**src/rtl/fall_rate_scheduler.sv**
```systemverilog
// Level-dependent, pausable fall-strobe scheduler: divides clk into a base tick
// and emits a one-cycle fall_pulse every E ticks, E set by level and fast_drop.
module fall_rate_scheduler #(
  parameter int FREQ_CLK    = 50000000,
  parameter int FREQ_TICK   = 1000,
  parameter int BASE_PERIOD = 500,
  parameter int STEP        = 40,
  parameter int MIN_PERIOD  = 100,
  parameter int FAST_PERIOD = 50,
  parameter int LEVEL_W     = 4
) (
  input  logic               clk,
  input  logic               reset,
  input  logic               start,
  input  logic               stop,
  input  logic               pause,
  input  logic               fast_drop,
  input  logic [LEVEL_W-1:0] level,
  output logic               fall_pulse,
  output logic               running,
  output logic               paused,
  output logic [7:0]         fall_count
);

  localparam int DIV = FREQ_CLK / FREQ_TICK;
  localparam int PW  = (DIV > 1) ? $clog2(DIV) : 1;

  localparam logic [PW-1:0] DIV_M1    = PW'(DIV - 1);
  localparam logic [31:0]   BASE_U    = 32'(BASE_PERIOD);
  localparam logic [31:0]   MIN_U     = 32'(MIN_PERIOD);
  localparam logic [31:0]   FAST_U    = 32'(FAST_PERIOD);
  localparam logic [31:0]   HEADROOM  = 32'(BASE_PERIOD - MIN_PERIOD);

  typedef enum logic [1:0] {
    IDLE   = 2'd0,
    RUN    = 2'd1,
    PAUSED = 2'd2
  } state_t;

  state_t        state_q, state_d;
  logic [PW-1:0] presc_q, presc_d;
  logic [15:0]   cnt_q, cnt_d;
  logic          pulse_q, pulse_d;
  logic [7:0]    count_q, count_d;

  logic [31:0] level_step;
  logic [31:0] level_period;
  logic [31:0] eff_period;
  logic        tick;

  // Compare before subtracting so a high level can never underflow the period.
  always_comb begin
    level_step   = 32'(level) * 32'(STEP);
    level_period = (level_step >= HEADROOM) ? MIN_U : (BASE_U - level_step);
    eff_period   = (fast_drop && (FAST_U < level_period)) ? FAST_U : level_period;
  end

  assign tick = (state_q == RUN) && (presc_q == DIV_M1);

  always_comb begin
    state_d = state_q;
    presc_d = presc_q;
    cnt_d   = cnt_q;
    pulse_d = 1'b0;
    count_d = count_q;

    case (state_q)
      IDLE: begin
        presc_d = '0;
        cnt_d   = '0;
        if (start) begin
          state_d = RUN;
          count_d = '0;
        end
      end
      RUN: begin
        presc_d = tick ? '0 : presc_q + PW'(1);
        if (tick) begin
          // >= lets a mid-count period decrease fire on the very next tick.
          if ({16'd0, cnt_q} >= (eff_period - 32'd1)) begin
            cnt_d   = '0;
            pulse_d = 1'b1;
            count_d = count_q + 8'd1;
          end else begin
            cnt_d = cnt_q + 16'd1;
          end
        end
        if (pause) state_d = PAUSED;
      end
      PAUSED: begin
        if (!pause) state_d = RUN;
      end
      default: state_d = IDLE;
    endcase

    if (stop) begin
      state_d = IDLE;
      presc_d = '0;
      cnt_d   = '0;
      pulse_d = 1'b0;
      count_d = count_q;
    end
  end

  always_ff @(posedge clk or negedge reset) begin
    if (!reset) begin
      state_q <= IDLE;
      presc_q <= '0;
      cnt_q   <= '0;
      pulse_q <= 1'b0;
      count_q <= '0;
    end else begin
      state_q <= state_d;
      presc_q <= presc_d;
      cnt_q   <= cnt_d;
      pulse_q <= pulse_d;
      count_q <= count_d;
    end
  end

  assign fall_pulse = pulse_q;
  assign running    = (state_q == RUN);
  assign paused     = (state_q == PAUSED);
  assign fall_count = count_q;

endmodule

```
**config.mk**
```make
export PLATFORM = sky130hd
export DESIGN_NAME = fall_rate_scheduler
export DESIGN_NICKNAME = d
export VERILOG_FILES = /design/src/rtl/fall_rate_scheduler.sv
export SDC_FILE = /design/constraint.sdc
export NUM_CORES = 1
export LEC_CHECK = 0
export BUFFER_PORTS_ARGS = -buffer_cell sky130_fd_sc_hd__buf_2
export CAP_MARGIN = 20
export CORE_MARGIN = 2
export CORE_UTILIZATION = 65
export CTS_CLUSTER_SIZE = 24
export DETAILED_ROUTE_END_ITERATION = 8
export PLACE_DENSITY = 0.88
export SYNTH_ARGS = -nofsm -noshare
export SYNTH_HDL_FRONTEND = slang
export SYNTH_SLANG_ARGS = --single-unit
```
**constraint.sdc**
```tcl
create_clock -name clk -period 6.4 [get_ports clk]
set_clock_uncertainty 0.1 [all_clocks]
set_input_delay 1.28 -clock clk [delete_from_list [all_inputs] [get_ports clk]]
set_output_delay 1.28 -clock clk [all_outputs]
set_load 0.02 [all_outputs]
```
==> results of run 1 <==
sequential cells by signal, summed over array words and instances, names as in the netlist:
name        count
cnt_q          16
fall_count      8
fall_pulse      1
presc_q        16
state_q         2
cell type report:
| cell class | count | area [um^2] |
|---|---|---|
| fillers | 310 | 1110 |
| well taps | 52 | 65.1 |
| flip-flops and latches | 43 | 1080 |
| multi-input cells | 284 | 1910 |
| clock buffers | 6 | 72.6 |
| repair buffers | 20 | 100 |
| clock inverters | 1 | 30.0 |
| inverters | 21 | 78.8 |
per-layer routing:
layer  global-route usage  share of wire
met1                0.341           0.45
met2                0.464           0.50
met3               0.0470          0.039
met4               0.0905          0.016
met5                    0              0
metrics by stage:
| step | hold WS [ns] | worst slack (ns) | power [W] | instance area [um^2] | util |
|---|---|---|---|---|---|
| 6_report | 0.420 | 1.03 | 0.000567 | 3330 | 0.750 |
| 5_1_grt | 0.454 | 0.773 | 0.000593 | 3330 | 0.750 |
| 4_1_cts | 0.422 | 1.04 | 0.000568 | 3330 | 0.750 |
| 3_5_place_dp | 0.411 | 0.724 | 0.000367 | 3230 | 0.727 |
| 3_3_place_gp | 0.398 | 0.878 | 0.000364 | 3230 | 0.727 |
| 2_1_floorplan | 0.370 | 1.26 | 0.000342 | 3110 | - |
final timing paths:
check	start	endpoint	slack [ns]
max	level[1]	fall_count[2]	1.03
min	cnt_q[9]	cnt_q[9]	0.42
max reg2reg	presc_q[0]	cnt_q[10]	3.27
min reg2reg	cnt_q[9]	cnt_q[9]	0.42
max in group asynchronous	reset	presc_q[11]	4.58
min in group asynchronous	reset	presc_q[7]	1.02
placed cells by master, fill, tap and decap left out, drive strengths merged, types with 6 or more instances in the layout:
cell / count
nor2: 19
and3: 12
nand4: 6
nand2: 34
clkbuf: 6
dfrtp: 43
buf: 20
ha: 29
nor3: 6
nor2b: 6
xor2: 7
o21ai: 19
mux2i: 11
conb: 13
nand3: 26
inv: 21
or3: 11
a21oi: 22
power by group:
part | leakage [nW] | internal [W] | switching, W
sequential | 0.598 | 0.000275 | 0.00000627
clock | 0.0513 | 0.000114 | 0.0000891
combinational | 0.845 | 0.0000300 | 0.0000518
cell families (layout without fill, tap and decap cells):
group,Yosys count,after routing,synth area share
flip-flops,43,43,0.351
adder cells (fa/ha/maj),30,30,0.125
AO/OA/AOI/OAI,70,70,0.149
multiplexers,13,13,0.0432
XOR/XNOR,10,10,0.0285
buffers and inverters,30,48,0.0412
other,1,13,0.00122
AND/OR/NAND/NOR,148,148,0.261
cell usage after synthesis, types with 2 or more instances:
library cell | count | area share
sky130_fd_sc_hd__o21ai_1 | 3 | 0.0049
sky130_fd_sc_hd__nor2_1 | 19 | 0.023
sky130_fd_sc_hd__xor2_1 | 7 | 0.020
sky130_fd_sc_hd__clkbuf_1 | 5 | 0.0061
sky130_fd_sc_hd__and3_1 | 12 | 0.024
sky130_fd_sc_hd__nor4bb_1 | 2 | 0.0065
sky130_fd_sc_hd__and2_1 | 5 | 0.010
sky130_fd_sc_hd__a21oi_1 | 22 | 0.036
sky130_fd_sc_hd__nor4_1 | 4 | 0.0082
sky130_fd_sc_hd__nor3_1 | 5 | 0.0082
sky130_fd_sc_hd__xnor2_1 | 3 | 0.0086
sky130_fd_sc_hd__nand3b_1 | 3 | 0.0073
sky130_fd_sc_hd__ha_1 | 29 | 0.12
sky130_fd_sc_hd__buf_2 | 2 | 0.0033
sky130_fd_sc_hd__nand4_1 | 6 | 0.012
sky130_fd_sc_hd__nand2b_1 | 3 | 0.0061
sky130_fd_sc_hd__or4_1 | 2 | 0.0049
sky130_fd_sc_hd__mux2i_1 | 11 | 0.036
sky130_fd_sc_hd__and4_1 | 3 | 0.0086
sky130_fd_sc_hd__o21ai_0 | 16 | 0.026
sky130_fd_sc_hd__o31ai_1 | 4 | 0.0098
sky130_fd_sc_hd__dfrtp_1 | 43 | 0.35
sky130_fd_sc_hd__a22o_1 | 4 | 0.011
sky130_fd_sc_hd__inv_1 | 21 | 0.026
sky130_fd_sc_hd__nand3_1 | 25 | 0.041
sky130_fd_sc_hd__a21o_1 | 3 | 0.0073
sky130_fd_sc_hd__or3_1 | 11 | 0.022
sky130_fd_sc_hd__mux2_2 | 2 | 0.0073
sky130_fd_sc_hd__nand4b_1 | 2 | 0.0057
sky130_fd_sc_hd__a32oi_1 | 3 | 0.0086
sky130_fd_sc_hd__a221oi_1 | 3 | 0.0086
sky130_fd_sc_hd__nor2b_1 | 6 | 0.012
sky130_fd_sc_hd__o311ai_0 | 2 | 0.0057
sky130_fd_sc_hd__nand2_1 | 34 | 0.042
worst register-to-register path, stage by stage, from the launching register on:
cell                      delay [ns]
sky130_fd_sc_hd__dfrtp_1        0.41
sky130_fd_sc_hd__ha_1           0.25
sky130_fd_sc_hd__nand3_2        0.12
sky130_fd_sc_hd__or4_1          0.49
sky130_fd_sc_hd__or4_1          0.66
sky130_fd_sc_hd__nor3_4         0.66
sky130_fd_sc_hd__a21oi_1        0.20
sky130_fd_sc_hd__mux2i_1        0.18
==> results.txt, run 1 <==
- Summed over all failing endpoints, the final setup total negative slack is 0 ns.
* Data arrival time at the worst-slack endpoint: 5.46 ns
- Among the stages of the critical path, the cell type that occurs most often is sky130_fd_sc_hd__ha_1.
- Number of global-route vias before repair: 2672
- Routed vias: 2683
* Worst R2R Path Depth: 7
* Area added between synthesis and finish: 8.64%
* Wire length of the first global-routing pass: 11400 um
- Fraction of synthesis flops using an asynchronous set or reset pin: 1.00
- Of all nets on the critical path, the largest fanout is 6.
- TritonCTS clock tree: done
- Setup Crit Path Kind: in -> reg
- Of the cells placed in the final design, the portion with a size suffix greater than 1 is 0.0880.
* Fin. Hold Viols: 0
* Clock latency at the later pin of the worst-skew pair: 0.30 ns
* Reg clk slew, reported paths: 0.08 ns
- Dividing the detail-routed wire length by the instance count gives 15.0 um.
- Starting density of the core: 0.691
* Portion of the clock cycle consumed by the worst path in the final layout: 0.839
- Final-report max-slew violation count: 0
* Netlist area before placement: 3070 um^2
- The number of buffers and inverters on the critical path is 2.
- The synthesized design contains 0 enable-type register cells.
- Slew at the pin closest to its max-slew limit: 0.950 ns
- Post_cts resized: 0
* Routed wire length: 6420 um
- In the routed design, unresolved DRC markers number 0.
- The floorplan has 24 rows.
- RD Place Congestion: 0.877
- Final layout net count: 415
* Longest Clk Path Bufs: 2
- The critical path runs through a total of 15 cells.
- Clock tree synthesis selected as its root buffer the cell sky130_fd_sc_hd__clkbuf_8.
* Number of register bits inferred by synthesis: 43
* Final critical delay including setup and external delays: 5.37 ns
* Number of CTS-inserted buffers: 5
- The total overflow left after global routing is 0.
- Dividing the synthesized area by the synthesized cell count gives 8.90 um^2.
- Antenna violations before repair: 0
* Status: finished clean
* CP startpoint kind: input port
* Number of instances in the synthesized netlist: 345
- Once placement completed, the tool counted placed cells totaling 420.
* Die width: 72.7 um
* Number of diodes added for antenna fixing: 0
- Leak Pwr: 1.49 nW
* Total of buffers placed on input and output ports: 20
- Sink count of the clock tree: 43
- Floorplan die height: 72.7 um
- Floorplan die area: 5290 um^2
* Max rail drop VDD: 0.164 mV
* Hold_buf cts: 0
- Across the run, the number of max-cap violations was 0.
* Total of warnings raised by yosys: 0
- Among all flip-flop cells after synthesis, the most frequent one is sky130_fd_sc_hd__dfrtp_1.
- DP Wirelength: 4690 um
* CP Capture Type: register
- Clock H-tree levels: 2
- Grouping stages by cell kind, the critical path spends the most delay in compound AO/OA/AOI/OAI gates.
- Antenna-violating nets left: 0
- Along the worst hold path, the cell count comes to 1.
- Placeable core region: 4440 um^2
* RSZ-0062 raised after global routing: no
* Highest clock frequency the design can meet: 186 MHz
- Slew margin rel.: 0.367
- Filler-free cell count of the finished design: 427
- The signal on the critical path passes through buf_2 > ha_1 > ha_1 > inv_1 > fa_1 > o32ai_1 > o41a_1 > nor3_1 > ha_1 > nand3_1 > or3_1 > a211oi_2 > nor2_1 > o311a_1 > a31o_1.
- Count of distinct cell types in the synthesized netlist: 54
- Global router's overall resource usage: 0.268
* Number of iterations in the first detailed-routing pass: 4
- IO Pins: 21
- Class of the worst hold path: reg -> reg
- For this run, the register share of the synthesized area comes to 0.351.
- Cell with the biggest individual delay on the critical path: sky130_fd_sc_hd__o32ai_1
- CP required: 6.49 ns
- After the first detailed-routing iteration, the DRC count stood at 119.
- For this run, the slowest stage of the critical path takes 0.56 ns.
- Buffers added to address setup during post-CTS repair amount to 0.
* Total power per unit cell area: 170 nW/um^2
* Final setup viols: 0
- Entering global routing, the biggest net connects 44 pins.
* Via density: 6.28
No activity file was read; power rests on OpenSTA's default activity.
==> run 2, diff against run 1 <==
Settings changed: CORE_UTILIZATION 65 to 61, PLACE_DENSITY 0.88 to 0.83.
Clock period 6.4 ns to 5.3 ns, I/O delays scaled along.
==> run 2 against run 1 <==
  * Die area grew 6.2%
  * Setup slack lost 0.65 ns
  * Sequential power up 21%
  * Total power increased by 21%
  * Routed wire length is 3.8% lower
  * Critical path type unchanged
  * Largest power group unchanged
  * Highest routed layer unchanged
==> results.txt, run 2 (synthesis gave the netlist of run 1 again) <==
- Worst R2R Path Depth: 7
- Final core area utilization: 0.713
* Final setup viols: 0
* IO Pins: 21
* Setup Crit Path Kind: in -> reg
* Most frequent cells in the layout: sky130_fd_sc_hd__dfrtp_1, sky130_fd_sc_hd__nand2_1, sky130_fd_sc_hd__ha_1
- Leak Pwr: 1.53 nW
- The pre-antenna-repair detailed-routing pass consisted of 4 iterations.
- After floorplanning, the core was sized to cover 4790 um^2.
- The worst register-to-register path has a setup slack of 2.57 ns.
- Measured along the y axis, the die boundary spans 74.9 um.
* Hold_buf cts: 0
- The die is 74.9 um wide.
- RSZ-0062 raised after global routing: no
* Antenna-violating nets left: 0
- Starting density of the core: 0.641
- The first routing iteration left 131 violations.
* Maximum fanout encountered on the critical timing path: 6
- Flop pwr share: 0.496
* Share of layout cells above drive strength 1: 0.100
- Cell with the biggest individual delay on the critical path: sky130_fd_sc_hd__fa_1
* Net switching power figure: 0.000176 W
* Total power per unit cell area: 201 nW/um^2
- Final layout net count: 420
* Hold Crit Depth: 1
- The via count of the first global-routing pass came to 2439.
* Max rail drop VDD: 0.152 mV
- The floorplan has 25 rows.
- Clock latency at the later pin of the worst-skew pair: 0.29 ns
- Data arrival time at the worst-slack endpoint: 5.01 ns
* Hold Startpoint: cnt_q[10]
- In the finished design, the share of the clock period the worst path needs comes to 0.928.
- The min-delay analysis places its worst path in the category reg -> reg.
* Residual DRC: 0
* Total negative slack for setup checks: 0 ns
- Fillers: 396
- Maximum number of pins on one net before global-route repair: 44
* CP required: 5.39 ns
- RD Place Congestion: 0.825
* Clock tree root driver cell: sky130_fd_sc_hd__clkbuf_8
- OpenSTA, run right after detailed placement, puts the worst setup slack at 0.0803 ns.
- Comb power frac: 0.146
- The internal portion of the total power is 0.000509 W.
- Global router's overall resource usage: 0.243
- Most frequent standard cell in the layout excluding fill and tap cells: sky130_fd_sc_hd__dfrtp_1
* Part of the power in the clock network: 0.359
- Peak per-stage delay on the critical path: 0.61 ns
- During placement, the flow inserted port buffers numbering 20.
* Endpoint, Worst Hold: cnt_q[10]
- Detailed placement ended at an HPWL of 4590 um.
- Detailed-route wire length per cell: 13.8 um
- Via density: 6.02
- Clock H-tree levels: 2
* Area added between synthesis and finish: 11.1%
- Status: finished clean
- After detailed routing, the total wire length is 6170 um.
- The total overflow left after global routing is 0.
* Fraction of power spent switching nets: 0.257
- CTS saw 43 sinks.
- The final route contains 2690 vias.
* Number of diodes added for antenna fixing: 0
- Fin. Hold Viols: 0
- STA classifies the critical path endpoint as a register.
- Counting the buffers created by CTS gives 5.
- Launch instance of the worst register-to-register path: cnt_q[13]
- The number of antenna violations at the first check in global routing is 0.
- Worst reg2reg path endpoint: fall_count[2]
- Once the clock tree was built, the resizer swapped 0 gates to a different size.
- CP startpoint kind: input port
- Most frequent cell on the critical path: sky130_fd_sc_hd__ha_1
- The first global-routing pass estimated 10700 um of wire.
* Slew at the pin closest to its max-slew limit: 0.711 ns
- Across the run, the number of max-cap violations was 0.
* Final setup slack of the worst path: 0.382 ns
- Longest Clk Path Bufs: 2
* Final critical delay including setup and external delays: 4.92 ns
* Reg clk slew, reported paths: 0.08 ns
* Slew margin rel.: 0.523
- TritonCTS clock tree: done
- Buffers added to address setup during post-CTS repair amount to 0.
* CP cell instances: buf_2 > ha_1 > ha_1 > inv_1 > fa_1 > o32ai_1 > o41a_1 > or3_1 > ha_1 > o21ai_0 > or3_1 > a211oi_2 > nor2_1 > o311a_1 > a31o_1
* Floorplan die area: 5610 um^2
- Highest clock frequency the design can meet: 203 MHz
- Final-report max-slew violation count: 0
[run 2: layer usage]
| metal | vias up | track usage | routed length [um] | part of all wire |
|---|---|---|---|---|
| li1 | 1333 | - | - | - |
| met2 | 51 | 0.401 | 2980 | 0.48 |
| met4 | 0 | 0.0714 | 78 | 0.013 |
| met3 | 8 | 0.0375 | 228 | 0.037 |
| met5 | - | 0 | 0 | 0 |
| met1 | 1298 | 0.334 | 2880 | 0.47 |
[run 2: critical path: cells and delay by family]
family / cells / cell delay [ns]
and+or+nand+nor: 3 / 0.83
AOI/OAI and AO/OA: 6 / 1.61
buffers and inverters: 2 / 0.18
adders and majority gates: 4 / 1.32
[run 2: cell type report]
cell class | count | area (um^2) | area share
inverters | 21 | 78.8 | 0.0231
flip-flops and latches | 43 | 1080 | 0.315
clock buffers | 6 | 72.6 | 0.0213
multi-input cells | 284 | 1910 | 0.561
clock inverters | 1 | 30.0 | 0.00880
repair buffers | 25 | 158 | 0.0462
well taps | 67 | 83.8 | 0.0246
[run 2: through the flow]
| step | hold WS [ns] | cells | instance area (um^2) | total power, W |
|---|---|---|---|---|
| final | 0.406 | 447 | 3410 | 0.000685 |
| after global placement | 0.394 | 439 | 3280 | 0.000439 |
| after CTS | 0.410 | 446 | 3380 | 0.000688 |
| after floorplan | 0.370 | 357 | 3110 | 0.000413 |
| after detailed placement | 0.397 | 439 | 3280 | 0.000442 |
| after global routing | 0.424 | 447 | 3410 | 0.000718 |
[run 2: power groups by stage]
stage,sequential (W),clock (W),combinational [W]
after floorplan,0.000348,0,0.0000652
after global placement,0.000346,0,0.0000935
after detailed placement,0.000346,0,0.0000962
after CTS,0.000339,0.000252,0.0000965
after global routing,0.000341,0.000262,0.000115
final,0.000340,0.000246,0.0000998
[run 2: worst max-delay path by stage]
stage / start / end / slack (ns) / depth (start not counted)
finish: level[1] / fall_count[2] / 0.38 / 15
global route: level[1] / fall_count[2] / 0.12 / 15
CTS: level[1] / fall_count[2] / 0.40 / 15
detailed placement: level[1] / fall_count[2] / 0.08 / 15
global placement: level[1] / fall_count[2] / 0.16 / 15
floorplan: level[1] / fall_count[2] / 0.38 / 14
==> run 3, diff against run 2 <==
Clock period 5.3 ns to 5.1 ns, I/O delays scaled along.
==> run 3 against run 2 <==
  * Hold slack lost 0.00066 ns
  * Core utilization grew 0.94 points
  * Largest cell class unchanged
  * Setup slack lost 0.17 ns
  * Critical path depth grew 3
==> results.txt, run 3 (synthesis gave the netlist of run 1 again) <==
- 0 antenna diodes ended up in the layout.
- Summed over all failing endpoints, the final setup total negative slack is 0 ns.
- Portion of the clock cycle consumed by the worst path in the final layout: 0.958
- The path with the worst hold slack has its endpoint at cnt_q[9].
- Maximum fanout encountered on the critical timing path: 8
* Starting density of the core: 0.641
- Detailed-route wire length per cell: 14.2 um
- Clock tree synthesis selected as its root buffer the cell sky130_fd_sc_hd__clkbuf_8.
* Final layout net count: 423
* Initial drt markers: 133
* Routed vias: 2688
- CP Capture Type: register
- Floorplan die area: 5610 um^2
- From synthesis to final layout, the design area changed by 12.6%.
- Setup violations remaining at the end of the flow were counted as 0.
- Length of routed met3 wiring: 233 um
- The detail route stage leaves a number of antenna-violating nets equal to 0.
- IO Pins: 21
- Max rail drop VDD: 0.159 mV
- Reported max-cap violation count: 0
- Most frequent cells in the layout: sky130_fd_sc_hd__dfrtp_1, sky130_fd_sc_hd__nand2_1, sky130_fd_sc_hd__ha_1
* Post_cts resized: 0
* Worst reg2reg path endpoint: cnt_q[12]
- Launch instance of the worst register-to-register path: state_q[1]
- At the pin with the least slew margin, the transition time is 0.764 ns.
* Number of iterations in the first detailed-routing pass: 5
- Summing all non-filler instances in the final layout gives an area of 3460 um^2.
* Wire length of the first global-routing pass: 10900 um
- WL met2: 3040 um
- RSZ-0062 raised after global routing: no
- Highest metal layer with signal wires: met4
* Via density: 5.96
- Most frequent standard cell in the layout excluding fill and tap cells: sky130_fd_sc_hd__dfrtp_1
- The die is 74.9 um tall.
* Sum of overflow across all layers after global routing: 0
* Hold Crit Depth: 1
* Final critical delay including setup and external delays: 4.89 ns
- Post-route worst hold slack: 0.405 ns
- Summed over all layers, the routed wires come to 6380 um.
* Site row count: 25
- For this design, the CTS-stage hold fixing added 0 buffers.
- Fin. Hold Viols: 0
- Data on the critical path arrives at its endpoint at 5.01 ns.
- RD Place Congestion: 0.832
- For this design, the sink count on the clock tree is 43.
- Number of CTS-inserted buffers: 5
* TritonCTS clock tree: done
- Setup slack on the critical path of the routed design comes to 0.215 ns.
* Total power per unit cell area: 224 nW/um^2
- Hold Startpoint: cnt_q[9]
* Total of buffers placed on input and output ports: 20
- Clock-pin slew was measured on the worst setup and hold paths at 0.08 ns.
- Number of global-route vias before repair: 2466
- After detailed routing, the wire length on met1 is 3030 um.
* Clock H-tree levels: 2
- Summed over all cells, the static leakage comes to 1.55 nW.
* DP Wirelength: 4690 um
* Residual DRC: 0
* Class of the worst hold path: reg -> reg
- For this run, the total global-route usage over all layers was measured as 0.252.
* Maximum number of pins on one net before global-route repair: 44
* Setup Crit Path Kind: in -> reg
* Slew margin rel.: 0.490
* CP required: 5.22 ns
- The die is 74.9 um wide.
- Status: finished clean
* Worst R2R Path Depth: 7
- STA classifies the critical path startpoint as an input port.
- Timing analysis after detailed placement gives a worst setup slack of -0.0460 ns.
* Share of layout cells above drive strength 1: 0.109
- Once placement finished, the instance area stood at 3300 um^2.
* Number of buffers added for setup after CTS: 0
- Placeable core region: 4790 um^2
- Final-report max-slew violation count: 0
- At the later pin of the worst-skew pair, clock insertion delay measures 0.30 ns.
- In this run the register-to-register setup slack is 2.23 ns.
* Highest clock frequency the design can meet: 205 MHz
* Longest Clk Path Bufs: 2
* Antenna violations before repair: 0
## run 3: cell types whose count changed in the layout (fill, tap and decap cells not counted), sizes merged
cell,previous run,this run
buf,25,28
bufinv,1,2
## run 3: layout make-up
type,instances,area (um^2)
sequential,43,1080
inverter,21,78.8
clock buffer,6,72.6
tap,67,83.8
fill,372,1330
clock inverter,2,60.1
timing repair buffer,28,173
multi-input combinational,284,1910
## run 3: per-stage QoR
| stage | total power (W) | utilization | std cells |
|---|---|---|---|
| floorplan | 0.000429 | - | 357 |
| global placement | 0.000462 | 0.690 | 442 |
| detailed placement | 0.000465 | 0.690 | 442 |
| CTS | 0.000775 | 0.718 | 450 |
| global route | 0.000812 | 0.722 | 451 |
| finish | 0.000774 | 0.722 | 451 |
## run 3: worst max path at each step
stage                        start       endpoint  cells after the start  slack [ns]
final                     level[3]      cnt_q[10]                     18        0.21
after global placement    level[3]      cnt_q[10]                     18        0.11
after detailed placement  level[3]      cnt_q[14]                     18       -0.05
after CTS                 level[3]      cnt_q[10]                     18        0.24
after global routing      level[3]       cnt_q[8]                     17        0.02
after floorplan           level[1]  fall_count[2]                     14        0.22
## run 3: worst max-delay path, stage by stage
cell                        delay [ns]
sky130_fd_sc_hd__buf_2            0.13
sky130_fd_sc_hd__ha_1             0.27
sky130_fd_sc_hd__ha_1             0.15
sky130_fd_sc_hd__inv_1            0.06
sky130_fd_sc_hd__fa_1             0.62
sky130_fd_sc_hd__nand4b_1         0.12
sky130_fd_sc_hd__o21ai_0          0.09
sky130_fd_sc_hd__a21oi_1          0.09
sky130_fd_sc_hd__o41a_1           0.37
sky130_fd_sc_hd__or3_1            0.34
sky130_fd_sc_hd__ha_1             0.20
sky130_fd_sc_hd__a2111oi_0        0.27
sky130_fd_sc_hd__or3_1            0.19
sky130_fd_sc_hd__a211oi_2         0.08
sky130_fd_sc_hd__buf_4            0.16
sky130_fd_sc_hd__or2_1            0.32
sky130_fd_sc_hd__or3_1            0.41
sky130_fd_sc_hd__mux2i_1          0.13
## run 3: power by group
part | internal, W | total (W) | switching [W]
clock network | 0.000196 | 0.000312 | 0.000116
logic | 0.0000428 | 0.000109 | 0.0000663
registers | 0.000345 | 0.000353 | 0.00000810
## run 3: layer usage
layer  global-route usage  vias to the layer above
met1                0.343                     1289
met2                0.425                       54
met3               0.0402                       11
li1                     -                     1334
met4               0.0575                        0
met5                    0                        -
